[src/rtl/paralelo_serie_pkg.sv]
// Shared serial-link definitions used by both the transmitter and receiver.
package paralelo_serie_pkg;

  localparam int WORD_W    = 8;
  localparam int BIT_IDX_W = 3;

  // Comma symbol used for alignment bursts and for idle line fill.
  localparam logic [WORD_W-1:0] COMMA_BC = 8'hBC;

  typedef logic [BIT_IDX_W-1:0] bit_idx_t;

endpackage

[src/rtl/paralelo_serie.sv]
// Parallel-to-serial transmitter: MSB-first, one bit per clk_32f cycle.
// Emits a burst of comma words after reset, then sends offered words and
// fills empty word slots with the idle symbol.
module paralelo_serie
  import paralelo_serie_pkg::*;
#(
  parameter int                SYNC_WORDS = 4,
  parameter logic [WORD_W-1:0] IDLE_WORD  = COMMA_BC
) (
  input  logic                 clk_32f,
  input  logic                 reset,
  input  logic [WORD_W-1:0]    data_in,
  input  logic                 valid_in,
  output logic                 load_req,
  output logic                 data_out,
  output logic                 valid_out,
  output logic                 word_start,
  output logic                 sync_done,
  output logic [BIT_IDX_W-1:0] bit_cnt
);

  // sync_cnt counts comma words already started; it saturates at SYNC_WORDS.
  localparam int                SC_W      = $clog2(SYNC_WORDS + 1);
  localparam logic [SC_W-1:0]   SYNC_LAST = SC_W'(SYNC_WORDS);
  localparam logic [SC_W-1:0]   SYNC_ONE  = SC_W'(1);
  localparam bit_idx_t          LAST_BIT  = bit_idx_t'(WORD_W - 1);

  logic [WORD_W-1:0] sr;
  logic [SC_W-1:0]   sync_cnt;
  logic              vreg;

  // All outputs decode registered state only; no input reaches an output.
  assign data_out   = sr[WORD_W-1];
  assign valid_out  = vreg;
  assign word_start = (bit_cnt == '0);
  assign sync_done  = (sync_cnt == SYNC_LAST);
  assign load_req   = (bit_cnt == LAST_BIT) && sync_done;

  // Shift one bit per cycle; at the word boundary reload with a comma
  // (during sync or when nothing is offered) or with the offered word.
  always_ff @(posedge clk_32f) begin
    if (reset) begin
      sr       <= IDLE_WORD;
      bit_cnt  <= '0;
      sync_cnt <= SYNC_ONE;
      vreg     <= 1'b0;
    end else if (bit_cnt != LAST_BIT) begin
      sr      <= {sr[WORD_W-2:0], 1'b0};
      bit_cnt <= bit_cnt + bit_idx_t'(1);
    end else begin
      bit_cnt <= '0;
      if (!sync_done) begin
        sr       <= IDLE_WORD;
        vreg     <= 1'b0;
        sync_cnt <= sync_cnt + SYNC_ONE;
      end else if (valid_in) begin
        sr   <= data_in;
        vreg <= 1'b1;
      end else begin
        sr   <= IDLE_WORD;
        vreg <= 1'b0;
      end
    end
  end

endmodule

[config.mk]
export PLATFORM = sky130hd
export DESIGN_NAME = paralelo_serie
export DESIGN_NICKNAME = d
export VERILOG_FILES = /design/src/rtl/paralelo_serie_pkg.sv /design/src/rtl/paralelo_serie.sv
export SDC_FILE = /design/constraint.sdc
export NUM_CORES = 1
export LEC_CHECK = 0
export ABC_CLOCK_PERIOD_IN_PS = 1660
export BUFFER_PORTS_ARGS = -buffer_cell sky130_fd_sc_hd__buf_2
export CORE_MARGIN = 4
export CORE_UTILIZATION = 24
export CTS_CLUSTER_DIAMETER = 30
export DETAILED_ROUTE_END_ITERATION = 7
export PLACE_DENSITY = 0.46
export SYNTH_ARGS = -nofsm -noshare
export SYNTH_HDL_FRONTEND = slang
export SYNTH_SLANG_ARGS = --single-unit
export TNS_END_PERCENT = 100
[constraint.sdc]
create_clock -name clk_32f -period 1.66 [get_ports clk_32f]
set_input_delay 0 -clock clk_32f [delete_from_list [all_inputs] [get_ports clk_32f]]
set_output_delay 0 -clock clk_32f [all_outputs]
set_load 0.1 [all_outputs]
==> impl_table.tex <==
\begin{tabular}{lr}
\hline
Metric & Value \\
\hline
\multicolumn{2}{l}{\textbf{Synthesis}} \\
\quad Synth area leaders & sky130\_fd\_sc\_hd\_\_dfxtp\_1, sky130\_fd\_sc\_hd\_\_ha\_1, sky130\_fd\_sc\_hd\_\_o32a\_1 \\
\quad Biggest area consumer among synthesized cells & sky130\_fd\_sc\_hd\_\_dfxtp\_1 \\
\quad Synthesis-stage register bit count & 15 \\
\quad Net Count, Synth & 77 \\
\quad Portion of the post-synthesis area used by sequential elements & 45.9\% \\
\quad YS warnings & 0 \\
\quad Synth unique cells & 23 \\
\quad Top cell type's share of synthesized area & 45.9\% \\
\quad Mean post-synth cell area & 10.9 sq um \\
\quad Syn Inst Count & 60 \\
\quad Area of the mapped netlist & 654 sq um \\
\multicolumn{2}{l}{\textbf{Clock tree}} \\
\quad Root buffer selected by CTS & sky130\_fd\_sc\_hd\_\_clkbuf\_4 \\
\quad Number of buffers created by CTS & 3 \\
\quad Number of clock sinks & 15 \\
\quad Buffer depth of the longest clock path & 2 \\
\quad Register clock-pin slew on the reported worst setup and hold paths & 0.08 ns \\
\quad H-Tree Level Count & 1 \\
\quad TritonCTS clock tree & done \\
\quad Clock latency at the later pin of the worst-skew pair & 0.29 ns \\
\multicolumn{2}{l}{\textbf{Final layout}} \\
\quad Multi-input logic area & 337 sq um \\
\quad Final Instance Count excl. Fillers & about 120 \\
\quad Final cell area excluding filler cells & roughly 900 sq um \\
\quad Syn-to-layout area delta & 37.9\% \\
\quad Sequential cell area & 309 sq um \\
\quad Diodes inserted & 0 \\
\quad Fill cells & 274 \\
\quad Share of cells above drive strength 1 & 36.8\% \\
\quad Number of nets in the layout & roughly 110 \\
\multicolumn{2}{l}{\textbf{STA}} \\
\quad Final cycle utilization of the critical path & 92.2\% \\
\quad Worst clock skew & 0.00699 ns \\
\quad Unrepaired setup endpoints after global routing & false \\
\quad Least-Margin Pin Slew & 0.489 ns \\
\quad Setup violation total in the final timing report & 0 \\
\quad Final number of hold-violating endpoints & 0 \\
\quad Minimum period implied by the final worst setup slack & 1.53 ns \\
\quad Max Transition Viols Final & 0 \\
\quad Max Clk Rate & 0.653 GHz \\
\quad Headroom to the max-slew limit & 67.6\% \\
\multicolumn{2}{l}{\textbf{Routing}} \\
\quad Count of routing violations after the opening detailed-route iteration & 3 \\
\quad Drt first pass iters & 4 \\
\quad Post-route DRC & 0 \\
\quad Per-cell via count in the routed design & 4.55 \\
\quad Total vias in the final route & approximately 530 \\
\quad Sum of routed wire length over all layers & $\sim$1.4 mm \\
\quad Detail Route Antenna Nets & 0 \\
\quad Final routed wire length divided by cell count & $\sim$12 um \\
\multicolumn{2}{l}{\textbf{Global route}} \\
\quad Number of antenna violations at the first check in global routing & 0 \\
\quad Remaining global-route overflow & 0 \\
\quad Via count of the first global-routing pass & 478 \\
\quad All-layer global routing usage & 9.00\% \\
\quad Global-route wire length before repair & 2.35 mm \\
\quad Pin count of the biggest net entering global routing & 14 \\
\multicolumn{2}{l}{\textbf{Placed design}} \\
\quad Inst Count DP & $\sim$110 \\
\quad Total cell area at the placement stage & 803 sq um \\
\quad Estimated wirelength of the detail-placed design & 1.02 mm \\
\quad Routability Congestion & 0.658 \\
\quad Count of buffers inserted at the top-level ports & 18 \\
\multicolumn{2}{l}{\textbf{Floorplan}} \\
\quad Die span in x & 60.2 um \\
\quad Floorplan die area & 0.00363 sq mm \\
\quad Effective utilization at floorplan & 25.7\% \\
\quad Die Y-Extent & around 60 um \\
\quad Number of cell rows & 18 \\
\quad Top-Level Pins & 19 \\
\quad Core box area & about 0.0025 sq mm \\
\multicolumn{2}{l}{\textbf{Pwr}} \\
\quad Worst voltage drop across the vdd grid & 0.000596 V \\
\quad Total power density per cell area & 836 mW/mm\^{}2 \\
\quad Leak & 0.385 nW \\
\multicolumn{2}{l}{\textbf{Critical path}} \\
\quad CP Class & register to primary output \\
\quad Critical-path maximum fanout & 8 \\
\quad Worst path max stage delay & roughly 0.34 ns \\
\quad Required arrival time at the worst endpoint & roughly 1.7 ns \\
\quad Slowest cell on crit path & sky130\_fd\_sc\_hd\_\_dfxtp\_1 \\
\quad Critical-path cell list & inv\_1, ha\_1, and2\_2, clkbuf\_4 \\
\quad Critical path arrival & 1.53 ns \\
\quad Kind of end point of the critical path & primary output \\
\quad Critical path launch point type & register \\
\multicolumn{2}{l}{\textbf{Hold path}} \\
\quad Tightest Hold Check Type & primary input to register \\
\multicolumn{2}{l}{\textbf{Status}} \\
\quad Result of the run & completed \\
\multicolumn{2}{l}{\textbf{Job}} \\
\quad \# Max-Cap Violations & 0 \\
\hline
\end{tabular}
==> worst max-delay path, delay by kind of cell (launching register included) <==
| family | cells | cell delay [ns] |
|---|---|---|
| simple gates | 1 | 0.19 |
| buf+inv | 2 | 0.38 |
| flops | 1 | 0.34 |
| fa+ha+maj | 1 | 0.33 |
==> kinds of logic (layout without fill, tap and decap cells) <==
logic type	after synthesis	after routing	share of synthesized area, %
compound gates	10	10	13.6
fa+ha+maj	6	6	11.5
buf+inv	6	33	3.82
flops	15	15	45.9
mux	2	2	3.06
simple gates	21	21	22.2
==> layer usage <==
layer | GRT usage (%) | wire, um | vias to the layer above
met1 | 11.6 | 648 | 246
met4 | 4.75 | 27 | 0
met5 | 0 | 0 | -
li1 | - | - | 273
met2 | 12.7 | 662 | 11
met3 | 3.67 | 76 | 2
==> final timing paths <==
path / startpoint / end / slack, ns / cells past startpoint
worst max register to register: bit_cnt[0] / sr[5] / 0.16 / 4
worst max-delay path: sync_cnt[0] / sync_done / 0.13 / 4
worst min-delay path: data_in[1] / sr[1] / 0.008 / 3
worst min register to register: sr[5] / sr[6] / 0.43 / 1
==> placed cells by master (no fill, tap or decap), drive strengths merged, types with 2 or more instances in the layout <==
cell type	n
a21oi	2
and4b	2
buf	17
clkbuf	5
dfxtp	15
dlygate4sd3	7
ha	6
inv	4
mux2i	2
nand2b	4
nand4	3
nor2	2
nor2b	2
nor3	2
nor3b	2
o2bb2ai	2
o32a	5
==> where the power goes <==
part           internal (mW)  total, mW  switching [mW]
clock network         0.0934      0.213           0.119
logic                 0.0457      0.160           0.114
registers              0.374      0.382         0.00770
total                  0.513      0.754           0.241
==> cells in the mapped netlist <==
master,instances
sky130_fd_sc_hd__and2_2,1
sky130_fd_sc_hd__nand2b_1,4
sky130_fd_sc_hd__nor2_1,2
sky130_fd_sc_hd__mux2i_1,2
sky130_fd_sc_hd__nor3_2,1
sky130_fd_sc_hd__and3_1,1
sky130_fd_sc_hd__a21oi_1,2
sky130_fd_sc_hd__ha_1,6
sky130_fd_sc_hd__o2bb2ai_1,2
sky130_fd_sc_hd__buf_2,1
sky130_fd_sc_hd__a21boi_2,1
sky130_fd_sc_hd__nand3_2,1
sky130_fd_sc_hd__nor3b_1,2
sky130_fd_sc_hd__dfxtp_1,15
sky130_fd_sc_hd__and4b_1,1
sky130_fd_sc_hd__nand4_1,3
sky130_fd_sc_hd__nor2b_1,2
sky130_fd_sc_hd__o32a_1,5
sky130_fd_sc_hd__clkbuf_2,1
sky130_fd_sc_hd__and4b_2,1
sky130_fd_sc_hd__inv_1,4
sky130_fd_sc_hd__or2_2,1
sky130_fd_sc_hd__nor3_1,1
==> final cells by class <==
cell class	count	share of cell area, %
multi-input cells	39	37.3
flip-flops and latches	15	34.3
repair buffers	25	19.7
well taps	30	4.16
clock buffers	4	2.91
inverters	4	1.66
==> registers in the layout (all words and copies together) (netlist names) <==
signal     count
sr             8
valid_out      1
sync_cnt       3
bit_cnt        3
==> through the flow <==
step / total power [mW] / util, % / hold slack (ns) / setup WS [ns] / setup TNS, ns
floorplan: 0.508 / - / 0.154 / -0.0274 / -0.0274
global placement: 0.539 / 31.6 / 0.242 / 0.199 / 0
detailed placement: 0.539 / 31.6 / 0.245 / 0.176 / 0
CTS: 0.767 / 35.3 / 0.00735 / 0.0159 / 0
global route: 0.793 / 35.4 / 0.00180 / 0.0213 / 0
finish: 0.754 / 35.4 / 0.00826 / 0.129 / 0
==> repair_timing <==
item / 4_1_cts / 5_1_grt
endpoints found under the setup margin: 0 / 1
resized for setup: 0 / 1
setup buffers: 0 / 0
hold buffers: 7 / 0
hold endpoints to repair: 7 / 0
(Power assumes the default switching activity.)
